$ cat config.mk
export PLATFORM = sky130hd
export DESIGN_NAME = sys_bridge
export DESIGN_NICKNAME = d
export VERILOG_FILES = /design/src/rtl/sys_bridge_pkg.sv /design/src/rtl/bridge_intc.sv /design/src/rtl/sys_bridge.sv
export SDC_FILE = /design/constraint.sdc
export NUM_CORES = 1
export LEC_CHECK = 0
export ABC_AREA = 1
export BUFFER_PORTS_ARGS = -buffer_cell sky130_fd_sc_hd__buf_2
export CORE_ASPECT_RATIO = 0.8
export CORE_UTILIZATION = 48
export DETAILED_ROUTE_END_ITERATION = 10
export HOLD_SLACK_MARGIN = 0.08
export PLACE_DENSITY = 0.93
export SYNTH_ARGS = -nofsm -noshare
export SYNTH_HDL_FRONTEND = slang
export SYNTH_SLANG_ARGS = --single-unit
$ cat constraint.sdc
create_clock -name clk -period 1.47 [get_ports clk]
set_input_delay 0 -clock clk [delete_from_list [all_inputs] [get_ports clk]]
set_output_delay 0 -clock clk [all_outputs]
set_load 0.01 [all_outputs]
$ cat src/rtl/sys_bridge_pkg.sv
// Shared definitions for the CPU-to-timer bridge: address map, register word
// indices, FSM states and interrupt bit positions.
package sys_bridge_pkg;

    localparam int unsigned NumIrqDefault = 6;
    localparam logic [31:0] BaseT0Default = 32'h0000_7F00;
    localparam logic [31:0] BaseT1Default = 32'h0000_7F10;
    localparam logic [31:0] BaseIcDefault = 32'h0000_7F30;

    // Word index within a 16-byte block (addr[3:2]).
    localparam logic [1:0] WordCtrl     = 2'd0;
    localparam logic [1:0] WordPreset   = 2'd1;
    localparam logic [1:0] WordCount    = 2'd2;
    localparam logic [1:0] WordUnmapped = 2'd3;
    localparam logic [1:0] WordIpend    = 2'd0;
    localparam logic [1:0] WordImask    = 2'd1;
    localparam logic [1:0] WordErraddr  = 2'd2;

    localparam int unsigned IrqT0 = 0;
    localparam int unsigned IrqT1 = 1;

    typedef enum logic {
        StIdle,
        StResp
    } state_e;

    typedef enum logic [1:0] {
        TgtNone,
        TgtT0,
        TgtT1,
        TgtIc
    } tgt_e;

    // Blocks are 16-byte aligned, so only the upper address bits identify one.
    function automatic logic in_block(logic [27:0] addr_hi, logic [27:0] base_hi);
        return addr_hi == base_hi;
    endfunction

endpackage

$ cat src/rtl/bridge_intc.sv
// Interrupt pending/mask controller: level inputs set IPEND, W1C clears it,
// and the masked result is registered onto hwint.
module bridge_intc #(
    parameter int unsigned NumIrq = 6
) (
    input  logic              clk_i,
    input  logic              rst_ni,
    input  logic [NumIrq-1:0] irq_i,
    input  logic [NumIrq-1:0] clr_i,
    input  logic              mask_we_i,
    input  logic [NumIrq-1:0] mask_wdata_i,
    output logic [NumIrq-1:0] ipend_o,
    output logic [NumIrq-1:0] imask_o,
    output logic [NumIrq-1:0] hwint_o
);

    logic [NumIrq-1:0] ipend_q, ipend_d;
    logic [NumIrq-1:0] imask_q, imask_d;
    logic [NumIrq-1:0] hwint_q, hwint_d;

    always_comb begin
        // A line still asserted re-sets its bit even while being cleared.
        ipend_d = irq_i | (ipend_q & ~clr_i);
        imask_d = mask_we_i ? mask_wdata_i : imask_q;
        hwint_d = ipend_q & imask_q;
    end

    always_ff @(posedge clk_i or negedge rst_ni) begin
        if (!rst_ni) begin
            ipend_q <= '0;
            imask_q <= '0;
            hwint_q <= '0;
        end else begin
            ipend_q <= ipend_d;
            imask_q <= imask_d;
            hwint_q <= hwint_d;
        end
    end

    assign ipend_o = ipend_q;
    assign imask_o = imask_q;
    assign hwint_o = hwint_q;

endmodule

$ cat src/rtl/sys_bridge.sv
// CPU-side bridge: decodes the 0x7F00-0x7F3F device window onto two timers and
// a local interrupt/error block, answering every request one cycle later.
module sys_bridge
    import sys_bridge_pkg::*;
#(
    parameter int unsigned NUM_IRQ = NumIrqDefault,
    parameter logic [31:0] BASE_T0 = BaseT0Default,
    parameter logic [31:0] BASE_T1 = BaseT1Default,
    parameter logic [31:0] BASE_IC = BaseIcDefault
) (
    input  logic               clk,
    input  logic               reset,
    input  logic [31:0]        cpu_addr,
    input  logic               cpu_re,
    input  logic               cpu_we,
    input  logic [31:0]        cpu_wdata,
    output logic [31:0]        cpu_rdata,
    output logic               cpu_ready,
    output logic               cpu_err,
    output logic               busy,
    output logic [31:0]        dev_addr,
    output logic [31:0]        dev_wdata,
    output logic               dev0_we,
    output logic               dev1_we,
    input  logic [31:0]        dev0_rdata,
    input  logic [31:0]        dev1_rdata,
    input  logic [NUM_IRQ-1:0] irq_in,
    output logic [NUM_IRQ-1:0] hwint
);

    state_e      state_q, state_d;
    logic [31:0] addr_q, addr_d;
    logic [31:0] wdata_q, wdata_d;
    logic        we_q, we_d;
    tgt_e        tgt_q, tgt_d;
    logic        err_q, err_d;
    logic [31:0] erraddr_q, erraddr_d;

    tgt_e        req_tgt;
    logic        req_err;
    logic        resp;
    logic        ok_write;
    logic        ic_we;
    logic [31:0] ic_rdata;

    logic [NUM_IRQ-1:0] clr;
    logic               mask_we;
    logic [NUM_IRQ-1:0] ipend;
    logic [NUM_IRQ-1:0] imask;

    always_comb begin
        if (in_block(cpu_addr[31:4], BASE_T0[31:4])) begin
            req_tgt = TgtT0;
        end else if (in_block(cpu_addr[31:4], BASE_T1[31:4])) begin
            req_tgt = TgtT1;
        end else if (in_block(cpu_addr[31:4], BASE_IC[31:4])) begin
            req_tgt = TgtIc;
        end else begin
            req_tgt = TgtNone;
        end
        // Word 2 is read-only in every block (timer count, ERRADDR).
        req_err = (cpu_addr[1:0] != 2'b00) || (req_tgt == TgtNone) ||
                  (cpu_addr[3:2] == WordUnmapped) || (cpu_we && cpu_addr[3:2] == WordCount);
    end

    always_comb begin
        state_d   = state_q;
        addr_d    = addr_q;
        wdata_d   = wdata_q;
        we_d      = we_q;
        tgt_d     = tgt_q;
        err_d     = err_q;
        erraddr_d = erraddr_q;
        unique case (state_q)
            StIdle: begin
                if (cpu_re || cpu_we) begin
                    addr_d  = cpu_addr;
                    wdata_d = cpu_wdata;
                    we_d    = cpu_we;
                    tgt_d   = req_tgt;
                    err_d   = req_err;
                    state_d = StResp;
                end
            end
            StResp: begin
                if (err_q) begin
                    erraddr_d = addr_q;
                end
                state_d = StIdle;
            end
            default: state_d = StIdle;
        endcase
    end

    always_ff @(posedge clk or negedge reset) begin
        if (!reset) begin
            state_q   <= StIdle;
            addr_q    <= '0;
            wdata_q   <= '0;
            we_q      <= 1'b0;
            tgt_q     <= TgtNone;
            err_q     <= 1'b0;
            erraddr_q <= '0;
        end else begin
            state_q   <= state_d;
            addr_q    <= addr_d;
            wdata_q   <= wdata_d;
            we_q      <= we_d;
            tgt_q     <= tgt_d;
            err_q     <= err_d;
            erraddr_q <= erraddr_d;
        end
    end

    assign resp      = (state_q == StResp);
    assign busy      = resp;
    assign cpu_ready = resp;
    assign cpu_err   = resp && err_q;
    assign dev_addr  = addr_q;
    assign dev_wdata = wdata_q;
    assign ok_write  = resp && we_q && !err_q;
    assign dev0_we   = ok_write && (tgt_q == TgtT0);
    assign dev1_we   = ok_write && (tgt_q == TgtT1);
    assign ic_we     = ok_write && (tgt_q == TgtIc);
    assign mask_we   = ic_we && (addr_q[3:2] == WordImask);
    assign clr       = (ic_we && addr_q[3:2] == WordIpend) ? wdata_q[NUM_IRQ-1:0] : '0;

    always_comb begin
        ic_rdata = '0;
        case (addr_q[3:2])
            WordIpend:   ic_rdata[NUM_IRQ-1:0] = ipend;
            WordImask:   ic_rdata[NUM_IRQ-1:0] = imask;
            WordErraddr: ic_rdata = erraddr_q;
            default:     ic_rdata = '0;
        endcase
    end

    always_comb begin
        cpu_rdata = '0;
        if (resp && !err_q && !we_q) begin
            case (tgt_q)
                TgtT0:   cpu_rdata = dev0_rdata;
                TgtT1:   cpu_rdata = dev1_rdata;
                TgtIc:   cpu_rdata = ic_rdata;
                default: cpu_rdata = '0;
            endcase
        end
    end

    bridge_intc #(
        .NumIrq(NUM_IRQ)
    ) u_intc (
        .clk_i       (clk),
        .rst_ni      (reset),
        .irq_i       (irq_in),
        .clr_i       (clr),
        .mask_we_i   (mask_we),
        .mask_wdata_i(wdata_q[NUM_IRQ-1:0]),
        .ipend_o     (ipend),
        .imask_o     (imask),
        .hwint_o     (hwint)
    );

endmodule
# Word level (Yosys, flattened, before mapping)
# Cells that the tools add are included.
[word_totals]
mem_count = 0
ff_bits = 119
mem_bits_rw = 0
rom_bits = 0
word_cells = 57
latch_bits = 0
inputBits = 138
out_inout_bits = 107
[op_classes]
n_div = 0
n_bitwise = 5
reduce_logical = 22
muxes = 10
n_addsub = 0
n_eq_ne = 10
n_shift = 0
multipliers = 0
order_cmp = 0
[op_table]
columns = ["cell", "count"]
rows = [
  ["case mux 32 bit (3 select lines)", 1],
  ["== test 28 x 11 -> 1 bit (second input constant)", 3],
  ["2-to-1 mux 32 bit", 1],
  ["2-to-1 mux 26 bit", 1],
  ["case mux 6 bit (3 select lines)", 1],
  ["AND 6 bit", 2],
  ["logical AND 1 bit", 11],
  ["== test 2 bit (second input constant)", 5],
  ["2-to-1 mux 2 bit", 3],
  ["2-to-1 mux 6 bit", 1],
  ["NOT 6 bit", 1],
  ["OR 6 bit", 1],
  ["== test 2 x 1 -> 1 bit (second input constant)", 2],
  ["logical NOT 2 bit", 2],
  ["logical OR 1 bit", 4],
  ["AND reduction 2 bit", 2],
  ["logical NOT 1 bit", 2],
  ["case mux 1 bit (2 select lines)", 1],
  ["nonzero test 2 bit", 1],
  ["2-to-1 mux 1 bit", 1],
  ["NOT 1 bit", 1],
]

# Logic depth before layout (Yosys ltp)
# Gate-level depths: netlist (run 1).
[logic_depth]
word_depth = 8
mapped_depth = 9
depth_no_buf = 9

# Hierarchy
# From an unflattened synthesis (run 1), not the netlist that was laid out.
[hier_totals]
cells_unflattened = 727
area_unflattened_um2 = 5542.8
[by_module_without_submodules]
columns = ["mod", "cells_each", "instances", "seq_area_each_um2", "area_per_inst_um2"]
rows = [
  ["sys_bridge", 654, 1, 2527.4, 4885.9],
  ["bridge_intc", 73, 1, 450.4, 656.9],
]

# Worst setup path before layout (run 1)
# No wires, ideal clock.
[synth_path]
path_kind = "reg-to-reg"
startpoint = "register state_q, in the netlist busy"
endpoint = "register u_intc.imask_q[4], in the netlist u_intc.imask_o[4]"
n_path_buf = 1
path_slack_ns = 0.217
period_less_slack_ns = 1.253
arrival_time_ns = 1.135
stages_incl_launch_ff = 7
setup_ns = 0.118
t_required_ns = 1.352
cell_sequence = "dfrtp_1 -> inv_2 -> nor3_2 -> nand3_2 -> buf_6 -> nand2_1 -> o21ai_2"
[synth_via]
elab_chain_cells = 4
[synth_rtl]
columns = ["element", "line", "text"]
rows = [
  ["start: declaration", "sys_bridge.sv:31", "state_e state_q, state_d;"],
  ["start signal: assignment", "sys_bridge.sv:97", "state_q <= StIdle;"],
  ["start signal: assignment", "sys_bridge.sv:105", "state_q <= state_d;"],
  ["logical AND 1 bit (2 in series)", "sys_bridge.sv:121", "assign ok_write = resp && we_q && !err_q;"],
  ["logical AND 1 bit", "sys_bridge.sv:124", "assign ic_we = ok_write && (tgt_q == TgtIc);"],
  ["logical AND 1 bit", "sys_bridge.sv:125", "assign mask_we = ic_we && (addr_q[3:2] == WordImask);"],
  ["end signal: assignment", "bridge_intc.sv:35", "imask_q <= imask_d;"],
  ["end: declaration", "bridge_intc.sv:18", "logic [NumIrq-1:0] imask_q, imask_d;"],
]
# Every way passes these cells.
# A chain may end at the register's enable or synchronous reset.

# Final worst setup path (run 1)
[layout_path]
startpoint = "register addr_q[2], in the netlist dev_addr[2]"
endpoint = "output port cpu_rdata[29]"
[layout_via]
elab_chain_cells = 4
[layout_rtl]
columns = ["element", "line", "text"]
rows = [
  ["start: declaration", "sys_bridge.sv:32", "logic [31:0] addr_q, addr_d;"],
  ["start signal: assignment", "sys_bridge.sv:106", "addr_q <= addr_d;"],
  ["== test 2 bit", "sys_bridge.sv:130", "case (addr_q[3:2])"],
  ["2-to-1 mux 26 bit", "sys_bridge.sv:130", ""],
  ["case mux 32 bit (3 select lines)", "sys_bridge.sv:141", "case (tgt_q)"],
  ["2-to-1 mux 32 bit", "sys_bridge.sv:140", "if (resp && !err_q && !we_q) begin"],
  ["end: declaration", "sys_bridge.sv:17", "output logic [31:0] cpu_rdata,"],
]
# Every way passes these cells.

==> results.yml, run 1 <==
run_status:
  outcome: "finished with violations"
  violations: "negative setup slack"
finish:
  synthToLayoutAreaGrowth_pct: 62.87
  final_cell_mix: "nand2_1, buf_2, dfrtp_1, dlygate4sd3_1, inv_1"
  fin_nets: 1196
  drive_gt1_share_pct: 36.88
  multi_input_area_mm2: 0.002476
  final_common_cell: "nand2_1"
  antenna_cells: 0
  nFillCells: 655
  ff_latch_area_mm2: 0.002983
worst_setup_path:
  end_kind: "primary output"
  start_kind: "flop"
  path_class: "reg -> out"
  cp_max_fo: 6
  cp.required_ns: 1.47
  worst_ep_arrival_time_ns: 1.83
power:
  p_leak_uw: 0.004701
  ir_worst_vdd_mv: 0.9449
  powerDensity_mw_per_mm2: 1227
drt:
  wl_per_cell_um: 17.70
  drcViolationCount: 0
  antenna_left: 0
  drtIter0Drc: 513
  viasPerCell: 5.323
  vias: 6467
  drt_first_pass_iters: 6
  wl_um: 21500
clocking:
  clock_sinks: 119
  cts_made_buffers: 17
  h-tree-depth: 4
  clk_latency_ns: 0.41
  clk_path_buf_depth: 2
  path_clk_slew_ns: 0.05
  tritoncts: "done"
  cts-root-buf: "clkbuf_16"
sta:
  rsz0062_at_grt: "true"
  slew_headroom_pct: 73.91
  setup_viol: 34
  slew_viol_final: 0
  period_share_pct: 124.5
  hold_slack_ns: 0.05055
  fin_skew_ns: 0.008175
  final.setup.worst_slack_ns: -0.3603
  finalHoldViolations: 0
  fin_crit_ns: 1.830
  tightest_slew_ns: 0.3883
  fmax_ghz: 0.5464
place:
  dp.final_hpwl_um: 11950
  portBuffers: 244
  gp_congestion: 0.9197
  dp_slack_ns: 0.03726
yosys:
  synth_top_area_share_pct: 53.69
  avgSynthCellArea_um2: 7.823
  ys_seq_elements: 119
  yosysUniqueCellTypes: 24
  synth_cells: 709
  yosysTopAreaCell: "dfrtp_1"
  seq_area_frac_synth_pct: 53.69
  ys_top_cells_by_area: "dfrtp_1, nand2_1, nand3_1, a31oi_1, o21ai_0"
  yosysWarningCount: 0
  synth_nets: 847
  syn_area_mm2: 0.005547
global_routing:
  grt_pass1_wl_um: 30280
  grt_usage_pct: 33.58
  grt_max_degree: 58
  overflow: 0
  grt_pass1_vias: 6101
  antenna_found_initial: 0
die:
  initial_core_util_pct: 50.15
  io_pins: 245
  core_region_area_mm2: 0.01106
  die_x_um: 122.2
  rows: 34
  die_area_mm2: 0.01199
  die_h_um: 98.15
min_path:
  hp-class: "in -> async"
flow_run:
  drv_cap: 0
[worst max-delay path: stages, from the launching register on]
cell and delay, ns:
dfrtp_2 0.48, nor2_4 0.19, buf_12 0.16, clkbuf_16 0.15, nand3_2 0.06, a31oi_1 0.21
buf_2 0.18
[routing by layer]
layer	share of wire, %	up-vias	wire length [um]	global-route usage, %
li1	-	2945	-	-
met1	39	3030	8341	42.88
met2	49	413	10590	54.19
met3	8.5	79	1820	7.886
met4	3.5	0	752	15.38
met5	0	-	0	0
[worst paths after layout]
| check | startpoint | endpoint | slack [ns] | cells past startpoint |
|---|---|---|---|---|
| max | dev_addr[2] | cpu_rdata[29] | -0.36 | 6 |
| min | reset | dev_wdata[23] | 0.05 | 2 |
| max reg2reg | dev_addr[2] | u_intc.imask_o[2] | 0.01 | 6 |
| min reg2reg | dev_wdata[23] | dev_wdata[23] | 0.47 | 2 |
| max in group asynchronous | reset | tgt_q[0] | 0.81 | 3 |
| min in group clk | cpu_wdata[7] | dev_wdata[7] | 0.32 | 4 |
[registers in the layout, summed over array words and instances, names as in the netlist]
signal          flops
busy                1
erraddr_q          32
dev_addr           32
u_intc.imask_o      6
u_intc.ipend_o      6
u_intc.hwint_o      6
err_q               1
dev_wdata          32
tgt_q               2
we_q                1
[logic make-up after synthesis]
family / share of synthesized area, %
AOI/OAI and AO/OA: 8.301
buffers and inverters: 6.858
and+or+nand+nor: 31.15
DFF: 53.69
[power by group]
| part | internal [uW] | switching (uW) |
|---|---|---|
| combinational | 1150 | 1490 |
| sequential | 3840 | 506 |
| clock | 2620 | 1490 |
| total | 7610 | 3480 |
[cell usage after synthesis]
cell      count
nor3_2        1
nor2_1       21
nor2_2        1
o21ai_2       7
a22oi_1       3
nor2_4        3
buf_4        15
nand3_1      38
buf_2        10
clkbuf_1      7
o21ai_0      32
nand4_1       2
nand3_2       2
inv_2         8
inv_1        34
o21ai_1       2
buf_6         2
buf_1         3
dfrtp_1     119
nor3_1        3
nand2_1     361
nand2_2       1
a31oi_1      29
a21oi_1       5
[metrics by stage]
step	utilization [%]	instances	TNS, ns	instance area [um^2]	total power (uW)
2_1_floorplan	-	709	0	5547	5252
3_3_place_gp	62.64	1074	0	6928	6160
3_5_place_dp	62.64	1074	0	6928	6247
4_1_cts	76.09	1189	-9.308	8416	10640
5_1_grt	81.67	1215	-10.64	9034	11530
6_report	81.67	1215	-9.059	9034	11090
[area by class of cell]
class	instances	area share (%)
clock buffer	20	5.166
clock inverter	12	1.399
inverter	42	1.911
multi-input combinational	512	27.41
sequential	119	33.02
tap	144	1.994
timing repair buffer	366	29.10
[what timing repair did]
action,CTS,global route
pin swaps,4,16
setup endpoints to repair,37,67
setup buffers,6,20
resized for setup,13,68
endpoints found under the hold margin,191,0
hold buffers,74,0
cloned,3,7
Power figures use the tool's default switching activity.
==> inputs of run 2 (changes only) <==
CORE_UTILIZATION = 51   (was 48)
PLACE_DENSITY = 0.95   (was 0.93)
clock period = 2.2 ns   (was 1.47 ns; I/O delays follow)
==> run 2 against run 1 <==
Effect of this change: combinational power down 45%; sequential power down 34%; setup slack better by 0.47 ns; critical path depth unchanged; global-route usage up 0.86 points; utilization down 1.9 points; power down 33%; sequential cell count unchanged; non-clock buffer count down 32; the run now ends clean; die area down 5.8%; via count down 4.0%.
==> results.yml, run 2 (synthesis results as in run 1) <==
worst_setup_path:
  slowest_stage: "dlygate4sd3_1"
  cp.required_ns: 2.49
  slowest_delay_ns: 0.56
  crit_family: "buffers and inverters"
  r2r-start: "busy"
  path_class: "reg -> reg"
  setup.worst_path.start: "busy"
  crit_chain: "inv_2 -> o21ai_4 -> nor2_2 -> dlygate4sd3_1 -> a21oi_1 -> dlygate4sd3_1"
  end_kind: "flop"
  cp_max_fo: 12
  worst_ep_arrival_time_ns: 2.38
  critPathBufInv: 3
  crit_top_cell: "dlygate4sd3_1"
  start_kind: "flop"
  reg2reg_setup_slack_ns: 0.11
global_routing:
  grt_max_degree: 60
  grt_usage_pct: 34.45
  grt_pass1_wl_um: 29780
  overflow: 0
  grt_pass1_vias: 5967
  antenna_found_initial: 0
clocking:
  clk_latency_ns: 0.41
  cts-root-buf: "clkbuf_16"
  clock_sinks: 119
  path_clk_slew_ns: 0.06
  h-tree-depth: 4
  cts_made_buffers: 17
  clk_path_buf_depth: 2
  tritoncts: "done"
die:
  io_pins: 245
  initial_core_util_pct: 53.31
  die_x_um: 118.6
  die_area_mm2: 0.01130
  rows: 33
  die_h_um: 95.28
  core_region_area_mm2: 0.01041
finish:
  fin_nets: 1163
  drive_gt1_share_pct: 29.67
  final_cell_mix: "nand2_1, buf_2, dfrtp_1, dlygate4sd3_1, nand3_1"
  nFillCells: 682
  ff_latch_area_mm2: 0.002978
  multi_input_area_mm2: 0.002198
  synthToLayoutAreaGrowth_pct: 49.65
  final_common_cell: "nand2_1"
power:
  p_leak_uw: 0.004425
  powerDensity_mw_per_mm2: 893.3
  total_power_uw: 7415
  ir_worst_vdd_mv: 0.5032
sta:
  rsz0062_at_grt: "false"
  setup_viol: 0
  fmax_ghz: 0.4776
  fin_tns_setup_ns: 0
  slew_headroom_pct: 51.11
  fin_crit_ns: 2.094
  period_share_pct: 95.17
  slew_viol_final: 0
  fin_skew_ns: 0.01915
  tightest_slew_ns: 0.7316
  finalHoldViolations: 0
drt:
  antenna_left: 0
  wl_um: 19000
  vias: 6206
  wl_per_cell_um: 16.12
  drtIter0Drc: 350
  drt_first_pass_iters: 5
  drcViolationCount: 0
  viasPerCell: 5.264
place:
  dp.final_hpwl_um: 11800
  gp_congestion: 0.8519
  portBuffers: 244
min_path:
  hp-class: "in -> async"
flow_run:
  drv_cap: 0
run_status:
  outcome: "finished clean"
==> run 2: worst paths after layout <==
kind | end | cells after the start
min in group clk | err_q | 6
hold reg to reg | dev_wdata[7] | 2
max in group asynchronous | u_intc.imask_o[3] | 3
setup / recovery | dev_addr[1] | 6
setup reg to reg | dev_addr[1] | 6
hold / removal | dev_wdata[19] | 2
==> run 2: routing by layer <==
layer,global-route usage (%),share of wire (%),vias to the layer above
li1,-,-,2877
met1,43.81,41,2892
met2,56.04,48,365
met3,8.014,7.8,72
met4,17.51,3.7,0
met5,0,0,-
==> run 2: layout make-up <==
cell class | count | share of cell area, %
Tap cell | 140 | 2.110
Timing Repair Buffer | 334 | 25.63
Sequential cell | 119 | 35.88
Multi-Input combinational cell | 511 | 26.48
Inverter | 42 | 1.899
Antenna cell | 1 | 0.03015
Clock buffer | 19 | 5.336
Clock inverter | 13 | 2.638
==> run 2: repair_timing <==
item | 4_1_cts | 5_1_grt
gates resized for setup | 0 | 1
hold buffers | 81 | 0
endpoints found under the hold margin | 118 | 0
setup endpoints to repair | 0 | 1
buffers inserted | 0 | 0
==> run 2: report_power, final <==
part	internal, uW	leakage (uW)	total (uW)	switching [uW]
Combinational	588	0.00265	1460	872
Clock	2060	0.000318	3090	1040
Sequential	2560	0.00146	2860	299
Total	5210	0.00443	7410	2210
==> run 2: worst reg2reg max path: cells and delay by family (launching register included) <==
| kind | cells | cell delay, ns |
|---|---|---|
| buf+inv | 3 | 1.25 |
| simple gates | 1 | 0.13 |
| flops | 1 | 0.42 |
| compound gates | 2 | 0.17 |
==> run 2: metrics by stage <==
step | setup slack, ns | cell area, um^2 | instances | utilization, % | hold slack (ns)
6_report | 0.1062 | 8300 | 1179 | 79.77 | 0.1610
5_1_grt | 0.01830 | 8298 | 1178 | 79.75 | 0.2236
4_1_cts | 0.1316 | 8295 | 1178 | 79.73 | 0.1574
3_5_place_dp | 0.6002 | 6823 | 1065 | 65.57 | 0.05048
3_3_place_gp | 0.7049 | 6823 | 1065 | 65.57 | 0.04730
2_1_floorplan | 0.9470 | 5547 | 709 | - | -0.2956
==> inputs of run 3 (changes only) <==
ABC_AREA = unset   (was 1)
CORE_UTILIZATION = 50   (was 51)
==> run 3 against run 2 <==
Effect of this change: worst hold slack worse by 0.017 ns; first-iteration DRC count is 42% higher; setup slack improved by 0.052 ns; cell area down 4.6%; synthesized cell count fell by 25%; register-to-register slack better by 0.40 ns; final cell count decreased by 16%; non-clock buffer count shrank 3; clock power decreased by 17%; critical path type is now reg -> out; highest routed layer unchanged.
==> results.yml, run 3 <==
worst_setup_path:
  slowest_stage: "dfrtp_2"
  critPathBufInv: 2
  cp_max_fo: 26
  end_kind: "primary output"
  crit_family: "flip-flops"
  slowest_delay_ns: 0.51
  cp.required_ns: 2.20
  start_kind: "flop"
  path_class: "reg -> out"
  crit_chain: "nor3b_4 -> buf_4 -> a222oi_1 -> nor2_1 -> buf_2"
  worst_ep_arrival_time_ns: 2.04
yosys:
  synthFlopType: "dfrtp_1"
  async_reset_ff_share_pct: 100.0
  synth_nets: 668
  yosysTopAreaCell: "dfrtp_1"
  synth_edf_count: 0
  syn_area_mm2: 0.005251
  ys_seq_elements: 119
  seq_area_frac_synth_pct: 56.71
  yosysUniqueCellTypes: 35
  avgSynthCellArea_um2: 9.908
  netlist_top_cells_count: "nand2_1, dfrtp_1, mux2_2"
  synth_top_area_share_pct: 56.71
  yosysWarningCount: 0
  ys_top_cells_by_area: "dfrtp_1, nand2_1, mux2_2, a222oi_1, nor2_1"
  yosysMostFrequentCell: "nand2_1"
  synth_cells: 530
die:
  core_region_area_mm2: 0.01024
  initial_core_util_pct: 51.28
  io_pins: 245
  die_x_um: 116.6
  die_h_um: 93.66
  die_area_mm2: 0.01092
  rows: 33
sta:
  tightest_slew_ns: 0.5799
  slew_headroom_pct: 61.34
  final.setup.worst_slack_ns: 0.1577
  fmax_ghz: 0.4897
  fin_crit_ns: 2.042
  rsz0062_at_grt: "false"
  slew_viol_final: 0
  period_share_pct: 92.83
  fin_tns_setup_ns: 0
  finalHoldViolations: 0
  setup_viol: 0
  fin_skew_ns: 0.009074
flow_run:
  drv_cap: 0
place:
  gp_congestion: 0.8437
  dp_slack_ns: 0.5003
  portBuffers: 244
  dp.final_hpwl_um: 10530
global_routing:
  grt_pass1_wl_um: 26030
  grt_pass1_vias: 5269
  overflow: 0
  grt_max_degree: 53
  grt_usage_pct: 31.94
  antenna_found_initial: 1
drt:
  wl_um: 17210
  wl_per_cell_um: 17.28
  drcViolationCount: 0
  vias: 5340
  drtIter0Drc: 497
  antenna_left: 0
  drt_first_pass_iters: 9
  viasPerCell: 5.361
finish:
  multi_input_area_mm2: 0.002117
  final_common_cell: "buf_2"
  ff_latch_area_mm2: 0.002980
  synthToLayoutAreaGrowth_pct: 50.77
  nFillCells: 627
  drive_gt1_share_pct: 39.53
  final_cell_mix: "buf_2, nand2_1, dfrtp_1, dlygate4sd3_1, mux2_2"
  fin_nets: 980
clocking:
  cts_made_buffers: 17
  path_clk_slew_ns: 0.05
  post_cts_buffers: 0
  clk_latency_ns: 0.40
  clk_path_buf_depth: 2
  h-tree-depth: 4
  tritoncts: "done"
  clock_sinks: 119
  cts-root-buf: "clkbuf_16"
power:
  powerDensity_mw_per_mm2: 848.5
  ir_worst_vdd_mv: 0.6552
  p_leak_uw: 0.004066
min_path:
  hp-class: "in -> async"
run_status:
  outcome: "finished clean"
run 3: cell types whose count changed after synthesis, sizes merged, moves of 14 or more:
| cell | change |
|---|---|
| a222oi | +26 |
| a31oi | -29 |
| buf | -14 |
| clkbuf | +15 |
| inv | -39 |
| mux2 | +39 |
| nand2 | -155 |
| nand3 | -39 |
| o21ai | -37 |
run 3: what timing repair did:
action,4_1_cts,5_1_grt
hold endpoints to repair,168,0
hold buffers,72,0
endpoints found under the setup margin,0,27
gates resized for setup,0,2
run 3: area by class of cell:
cell class	instances	share of cell area, %
clock buffer	22	5.610
timing repair buffer	331	26.30
inverter	3	0.1422
multi-input combinational	370	26.74
clock inverter	10	1.327
antenna	1	0.03161
tap	140	2.212
sequential	119	37.64
run 3: kinds of logic (layout without fill, tap and decap cells):
| family | Yosys count | after routing | share of synthesized area, % |
|---|---|---|---|
| and+or+nand+nor | 267 | 267 | 21.28 |
| DFF | 119 | 119 | 56.71 |
| AOI/OAI and AO/OA | 57 | 57 | 9.078 |
| muxes | 45 | 45 | 9.507 |
| buffers and inverters | 41 | 366 | 3.264 |
| xor gates and xnor gates | 1 | 1 | 0.1668 |
| other | 0 | 1 | 0 |
run 3: worst register-to-register path, cell delays in order, from the launching register on:
cell and delay (ns):
dfrtp_1 0.48, nand3b_1 0.28, nor3_1 0.25, nand2_1 0.22
mux2_2 0.36
run 3: report_power, final:
part           switching (uW)  internal, uW
clock                     927          1650
combinational             640           612
sequential                308          2580
run 3: stage by stage:
step / hold WS [ns] / utilization [%] / total power [uW] / area [um^2] / cells
global route: 0.2078 / 77.32 / 7005 / 7918 / 996
global placement: 0.02181 / 64.87 / 3950 / 6643 / 891
finish: 0.1440 / 77.32 / 6718 / 7918 / 996
floorplan: -0.2956 / - / 3427 / 5251 / 530
CTS: 0.1462 / 77.27 / 6704 / 7913 / 995
detailed placement: 0.02954 / 64.87 / 4016 / 6643 / 891
run 3: final timing paths:
kind,cells after the start,endpoint,start,slack (ns)
setup / recovery,5,cpu_rdata[22],dev_addr[3],0.16
hold / removal,2,erraddr_q[23],reset,0.14
setup reg to reg,4,u_intc.imask_o[0],busy,0.51
hold reg to reg,2,dev_wdata[29],dev_wdata[29],0.48
max in group asynchronous,3,dev_wdata[29],reset,1.31
min in group clk,6,dev_addr[1],cpu_re,0.16
run 3: metal layers:
layer  vias up  GRT usage, %  wire length (um)
met5         -             0                 0
li1       2427             -                 -
met4         0         13.61               514
met2       298         52.71              8484
met3        48         7.355              1214
met1      2567         40.42              6998
